## src/rtl/uart_frame_decoder.sv

```systemverilog
// uart_frame_decoder: decodes START/len/payload frames into a ping-pong payload buffer with
// a registered read port, one-cycle status pulses and a rotating LED display.
// Optional trailing checksum byte is enabled by defining FRAME_CHECKSUM_EN.
module uart_frame_decoder #(
  parameter int unsigned MAX_BYTES   = 16,
  parameter logic [7:0]  START_BYTE  = 8'h7E,
  parameter int unsigned TIMEOUT_CYC = 1000,
  parameter int unsigned DISP_DIV    = 50_000_000,
  localparam int unsigned AW = (MAX_BYTES > 1) ? $clog2(MAX_BYTES) : 1
) (
  input  logic          CLK,
  input  logic          reset,
  input  logic          in_valid,
  input  logic [7:0]    in_data,
  output logic          in_ready,
  output logic          msg_valid,
  output logic [7:0]    msg_len,
  input  logic [AW-1:0] rd_addr,
  output logic [7:0]    rd_data,
  output logic          err_len,
  output logic          err_timeout,
  output logic          err_csum,
  output logic          busy,
  output logic [7:0]    led
);

  localparam int unsigned TW = (TIMEOUT_CYC > 1) ? $clog2(TIMEOUT_CYC) : 1;
  localparam int unsigned DW = (DISP_DIV > 1) ? $clog2(DISP_DIV) : 1;

`ifdef FRAME_CHECKSUM_EN
  typedef enum logic [2:0] {HEAD, BCNT, BODY, CSUM, COMMIT} state_e;
`else
  typedef enum logic [2:0] {HEAD, BCNT, BODY, COMMIT} state_e;
`endif

  state_e        state_q;
  logic [7:0]    widx_q;
  logic [7:0]    wlen_q;
  logic [TW-1:0] to_q;
  logic          bank_q;
  logic [7:0]    msg_len_q;
  logic          msg_valid_q;
  logic          err_len_q;
  logic          err_to_q;
  logic [7:0]    rd_data_q;
  logic [7:0]    led_q;
  logic [7:0]    didx_q;
  logic [DW-1:0] tc_q;
`ifdef FRAME_CHECKSUM_EN
  logic [7:0]    sum_q;
  logic          err_csum_q;
`endif

  // bank_q selects the committed bank; the other one is the working bank.
  logic [7:0] mem_q [2][MAX_BYTES];

  logic accept;
  logic tick;
  logic expire;
  logic rd_hit;

  always_comb begin
    accept = in_valid && in_ready;
    tick   = (tc_q == DW'(DISP_DIV - 1));
    expire = !accept && (state_q != HEAD) && (state_q != COMMIT) &&
             (to_q == TW'(TIMEOUT_CYC - 1));
    rd_hit = (8'(rd_addr) < msg_len_q);
  end

  always_ff @(posedge CLK) begin
    if (!reset && accept && state_q == BODY) begin
      mem_q[~bank_q][widx_q[AW-1:0]] <= in_data;
    end
  end

  always_ff @(posedge CLK) begin
    if (reset) begin
      state_q     <= HEAD;
      widx_q      <= '0;
      wlen_q      <= '0;
      to_q        <= '0;
      bank_q      <= 1'b0;
      msg_len_q   <= '0;
      msg_valid_q <= 1'b0;
      err_len_q   <= 1'b0;
      err_to_q    <= 1'b0;
      rd_data_q   <= '0;
      led_q       <= '0;
      didx_q      <= '0;
      tc_q        <= '0;
`ifdef FRAME_CHECKSUM_EN
      sum_q       <= '0;
      err_csum_q  <= 1'b0;
`endif
    end else begin
      msg_valid_q <= 1'b0;
      err_len_q   <= 1'b0;
      err_to_q    <= 1'b0;
`ifdef FRAME_CHECKSUM_EN
      err_csum_q  <= 1'b0;
`endif
      rd_data_q <= rd_hit ? mem_q[bank_q][rd_addr] : '0;

      tc_q <= tick ? '0 : tc_q + DW'(1);
      if (tick) begin
        if (msg_len_q == '0) begin
          led_q  <= '0;
          didx_q <= '0;
        end else begin
          led_q  <= mem_q[bank_q][didx_q[AW-1:0]];
          didx_q <= (didx_q == msg_len_q - 8'd1) ? '0 : didx_q + 8'd1;
        end
      end

      if (state_q == HEAD || accept) to_q <= '0;
      else                           to_q <= to_q + TW'(1);

      case (state_q)
        HEAD: begin
          if (accept && in_data == START_BYTE) begin
            state_q <= BCNT;
            widx_q  <= '0;
`ifdef FRAME_CHECKSUM_EN
            sum_q   <= '0;
`endif
          end
        end
        BCNT: begin
          if (accept) begin
            if (in_data == '0 || in_data > 8'(MAX_BYTES)) begin
              err_len_q <= 1'b1;
              state_q   <= HEAD;
            end else begin
              wlen_q  <= in_data;
              state_q <= BODY;
            end
          end
        end
        BODY: begin
          if (accept) begin
            widx_q <= widx_q + 8'd1;
`ifdef FRAME_CHECKSUM_EN
            sum_q  <= sum_q + in_data;
            if (widx_q == wlen_q - 8'd1) state_q <= CSUM;
`else
            if (widx_q == wlen_q - 8'd1) state_q <= COMMIT;
`endif
          end
        end
`ifdef FRAME_CHECKSUM_EN
        CSUM: begin
          if (accept) begin
            if (in_data == sum_q) begin
              state_q <= COMMIT;
            end else begin
              err_csum_q <= 1'b1;
              state_q    <= HEAD;
            end
          end
        end
`endif
        COMMIT: begin
          // Commit overrides any same-cycle display step so the next tick starts at byte 0.
          bank_q      <= ~bank_q;
          msg_len_q   <= wlen_q;
          msg_valid_q <= 1'b1;
          didx_q      <= '0;
          state_q     <= HEAD;
        end
        default: state_q <= HEAD;
      endcase

      if (expire) begin
        state_q  <= HEAD;
        err_to_q <= 1'b1;
        to_q     <= '0;
      end
    end
  end

  assign in_ready    = (state_q != COMMIT);
  assign busy        = (state_q != HEAD);
  assign msg_valid   = msg_valid_q;
  assign msg_len     = msg_len_q;
  assign rd_data     = rd_data_q;
  assign err_len     = err_len_q;
  assign err_timeout = err_to_q;
  assign led         = led_q;
`ifdef FRAME_CHECKSUM_EN
  assign err_csum    = err_csum_q;
`else
  assign err_csum    = 1'b0;
`endif

endmodule

```

## config.mk

```make
export PLATFORM = sky130hd
export DESIGN_NAME = uart_frame_decoder
export DESIGN_NICKNAME = d
export VERILOG_FILES = /design/src/rtl/uart_frame_decoder.sv
export SDC_FILE = /design/constraint.sdc
export NUM_CORES = 1
export LEC_CHECK = 0
export ABC_AREA = 1
export BUFFER_PORTS_ARGS = -buffer_cell sky130_fd_sc_hd__buf_2
export CORE_ASPECT_RATIO = 1.25
export CORE_UTILIZATION = 50
export DETAILED_ROUTE_END_ITERATION = 6
export PLACE_DENSITY = 0.66
export SLEW_MARGIN = 20
export SYNTH_ARGS = -nofsm -noshare
export SYNTH_HDL_FRONTEND = slang
export SYNTH_SLANG_ARGS = --single-unit
```

## constraint.sdc

```tcl
create_clock -name CLK -period 2.4 [get_ports CLK]
set_clock_uncertainty 0.1 [all_clocks]
set_input_delay 0.36 -clock CLK [delete_from_list [all_inputs] [get_ports CLK]]
set_output_delay 0.36 -clock CLK [all_outputs]
set_load 0.005 [all_outputs]
```

==> metrics.md <==
| Metric | Value |
|---|---|
| Commonest cells post-synth | nand2_1, edfxtp_1, nor2_1 |
| FF-to-FF End | mem_q[0][95] |
| Synth top area share | 0.473 |
| Share of cells above drive strength 1 | 0.125 |
| Post-synthesis sequential area ratio | 0.585 |
| # port buffers | 43 |
| Routability cong. | 0.931 |
| Startpoint Class | flop |
| Worst reg2reg path depth | 10 |
| Post-Syn Instances | 1,783 |
| Crit-path max FO | 8 |
| Worst-path clk slew | 60 ps |
| Failing checks | DRC |
| Largest net degree at the start of global routing | 67 |
| Netlist cell types | 50 |
| Worst hold start | in_data[5] |
| Register area | 0.00951 sq mm |
| Synthesized Nets | 1,811 |
| Antenna violations before repair | 0 |
| Top delay family on crit path | simple AND/OR/NAND/NOR gates |
| TritonCTS clock tree | done |
| Cell area power density | 674 mW/mm^2 |
| Deepest clock path buffer count | 3 |
| CP max-delay cell | dfxtp_1 |
| Hold-critical path depth | 1 |
| Leading area contributor after synthesis | edfxtp_1 |
| # rows | 73 |
| Via density | 5.55 |
| FMAX | 440 MHz |
| Min cycle time layout | 2270 ps |
| Worst path arrival time | 2400 ps |
| First-pass GRT wire length | 71,100 um |
| Worst-Margin Slew | 1040 ps |
| CTS buffer count | 36 |
| Worst path depth | 10 |
| Hpwl dp | 30,800 um |
| VDD IR max | 0.000586 V |
| Reg2reg setup slack | 130 ps |
| Final WL | 46,300 um |
| Hold crit path type | primary input to flop |
| Leak | 7.10 nW |
| GRT overflow | 0 |
| Fin crit share | 0.947 |
| DR DRC count | 2 |
| Reg-to-reg critical path startpoint | state_q[1] |
| Crit Path Category | flop to flop |
| Setup TNS | 0 ps |
| Diodes inserted | 0 |
| IO Pins | 45 |
| Core area | 0.0319 sq mm |
| Clk_lat worst skew | 530 ps |
| Fin util | 0.582 |
| Synth area leaders | edfxtp_1, nand2_1, dfxtp_1 |
| Max cap viols | 0 |
| Drt wl/cell | 20.0 um |
| Hold path endpoint | mem_q[1][13] |
| CP bufs+invs | 4 |
| Post-synth EDFFs | 256 |
| Pre-Repair DR Iteration Count | 7 |
| Filler cells | 2,775 |
| Slew Limit Headroom | 0.303 |
| Die Y | 204 um |
| GRT Util Overall | 0.287 |
| Synth warnings | 0 |
| Ys flop type | edfxtp_1 |
| Syn-to-layout area delta | 14.2% |
| Mapped Area | 0.0162 sq mm |
| Seq cells post-synth | 347 |
| TritonCTS Sinks | 347 |
| Synth async-reset ratio | 0 |
| Hold Slack | 57.4 ps |
| Final setup violation count | 0 |
| Area of the multi-input gates | 0.00600 sq mm |
| Final net count | 1,898 |
| Root Driver | clkbuf_16 |
| DRT antenna net count | 0 |
| Die ar. | 0.0332 sq mm |
| Die W | 163 um |
| Most numerous cell in the Yosys netlist | nand2_1 |
| CTS H-tree depth | 2 |
| Hold Vio Cnt, Final | 0 |
| Crit path top cell by count | nor2_1 |
| Critical Path, Cell by Cell | inv_1 -> nor2_1 -> inv_1 -> nor2_2 -> nand2_1 -> nor2_1 -> buf_4 -> nand2_1 -> nor2_1 -> buf_4 |
| Initial DRC Count | 1,140 |
| Critical Path RT | 2530 ps |
| Status | finished, violations left |
| CP endpoint kind | flop |
| Unrepaired setup endpoints after global routing | no |
| Slew Viols, Final | 0 |
| Slowest Stage Delay on Critical Path | 380 ps |
| Vias in the first global route | 12.3k |
| Syn Area/Cell | 9.11 sq um |
| Initial core utilization | 0.510 |
| Routed via count | 12.8k |
final cells by class:
| type | count | share of cell area |
|---|---|---|
| clock buffers | 47 | 0.0543 |
| inverters | 94 | 0.0192 |
| well taps | 412 | 0.0278 |
| repair buffers | 130 | 0.0522 |
| clock inverters | 16 | 0.00998 |
| flip-flops and latches | 347 | 0.513 |
| multi-input cells | 1261 | 0.324 |
power by group:
group	internal [W]	switching, W	total [W]	leakage (nW)
clock	0.00339	0.00227	0.00566	0.578
sequential	0.00644	0.00000465	0.00644	3.03
combinational	0.000105	0.000304	0.000409	3.49
per-stage QoR:
step | power (W) | instances | area [sq um] | setup WS [ps]
2_1_floorplan | 0.00675 | 1783 | 16200 | 373
3_3_place_gp | 0.00697 | 2244 | 17400 | 121
3_5_place_dp | 0.00697 | 2244 | 17400 | 46.4
4_1_cts | 0.0126 | 2307 | 18500 | 22.1
5_1_grt | 0.0128 | 2307 | 18500 | 8.40
6_report | 0.0125 | 2307 | 18500 | 128
worst max-delay path by stage:
stage,end,from
2_1_floorplan,mem_q[0][40],state_q[1]
3_3_place_gp,tc_q[2],tc_q[0]
3_5_place_dp,tc_q[13],tc_q[0]
4_1_cts,tc_q[13],tc_q[0]
5_1_grt,mem_q[0][122],state_q[1]
6_report,mem_q[0][95],state_q[1]
registers in the layout (all words and copies together) (netlist names), 2 cells and up, named ones only:
register and flops:
rd_data 8, widx_q 8, mem_q 256, to_q 10
didx_q 8, wlen_q 8, msg_len 8, state_q 2
tc_q 26, led 8
timing repair:
action | in CTS | in global routing
hold buffers | 0 | 0
setup buffers | 0 | 0
hold endpoints to repair | 0 | 0
endpoints found under the setup margin | 0 | 23
gates resized for setup | 0 | 1
cell families (layout without fill, tap and decap cells):
logic type	count (synthesis)	in the layout	synth area share
simple gates	965	965	0.256
other cells	1	1	0.000231
compound gates	249	249	0.0849
fa+ha+maj	13	13	0.0100
mux	7	7	0.00431
buf+inv	175	287	0.0454
flops	347	347	0.585
xor+xnor	26	26	0.0140
per-layer routing:
metal | share of wire | GRT usage | wire (um)
met1 | 0.40 | 0.356 | 18400
met2 | 0.50 | 0.498 | 23300
met5 | 0 | 0 | 0
met4 | 0.041 | 0.125 | 1890
met3 | 0.057 | 0.0386 | 2630
placed cells by master (no fill, tap or decap), types with 26 or more instances in the layout:
cell type / netlist / final
buf_4: 9 / 79
edfxtp_1: 256 / 256
nor2_1: 159 / 159
o21ai_1: 63 / 63
nand2_1: 543 / 543
or2_1: 36 / 36
clkbuf_16: 0 / 37
nand3_1: 114 / 114
inv_1: 78 / 78
buf_2: 29 / 43
dfxtp_1: 91 / 90
a21oi_1: 65 / 65
o211ai_1: 31 / 31
nor3_1: 26 / 26
o21ai_0: 66 / 66
Power figures use the tool's default switching activity.
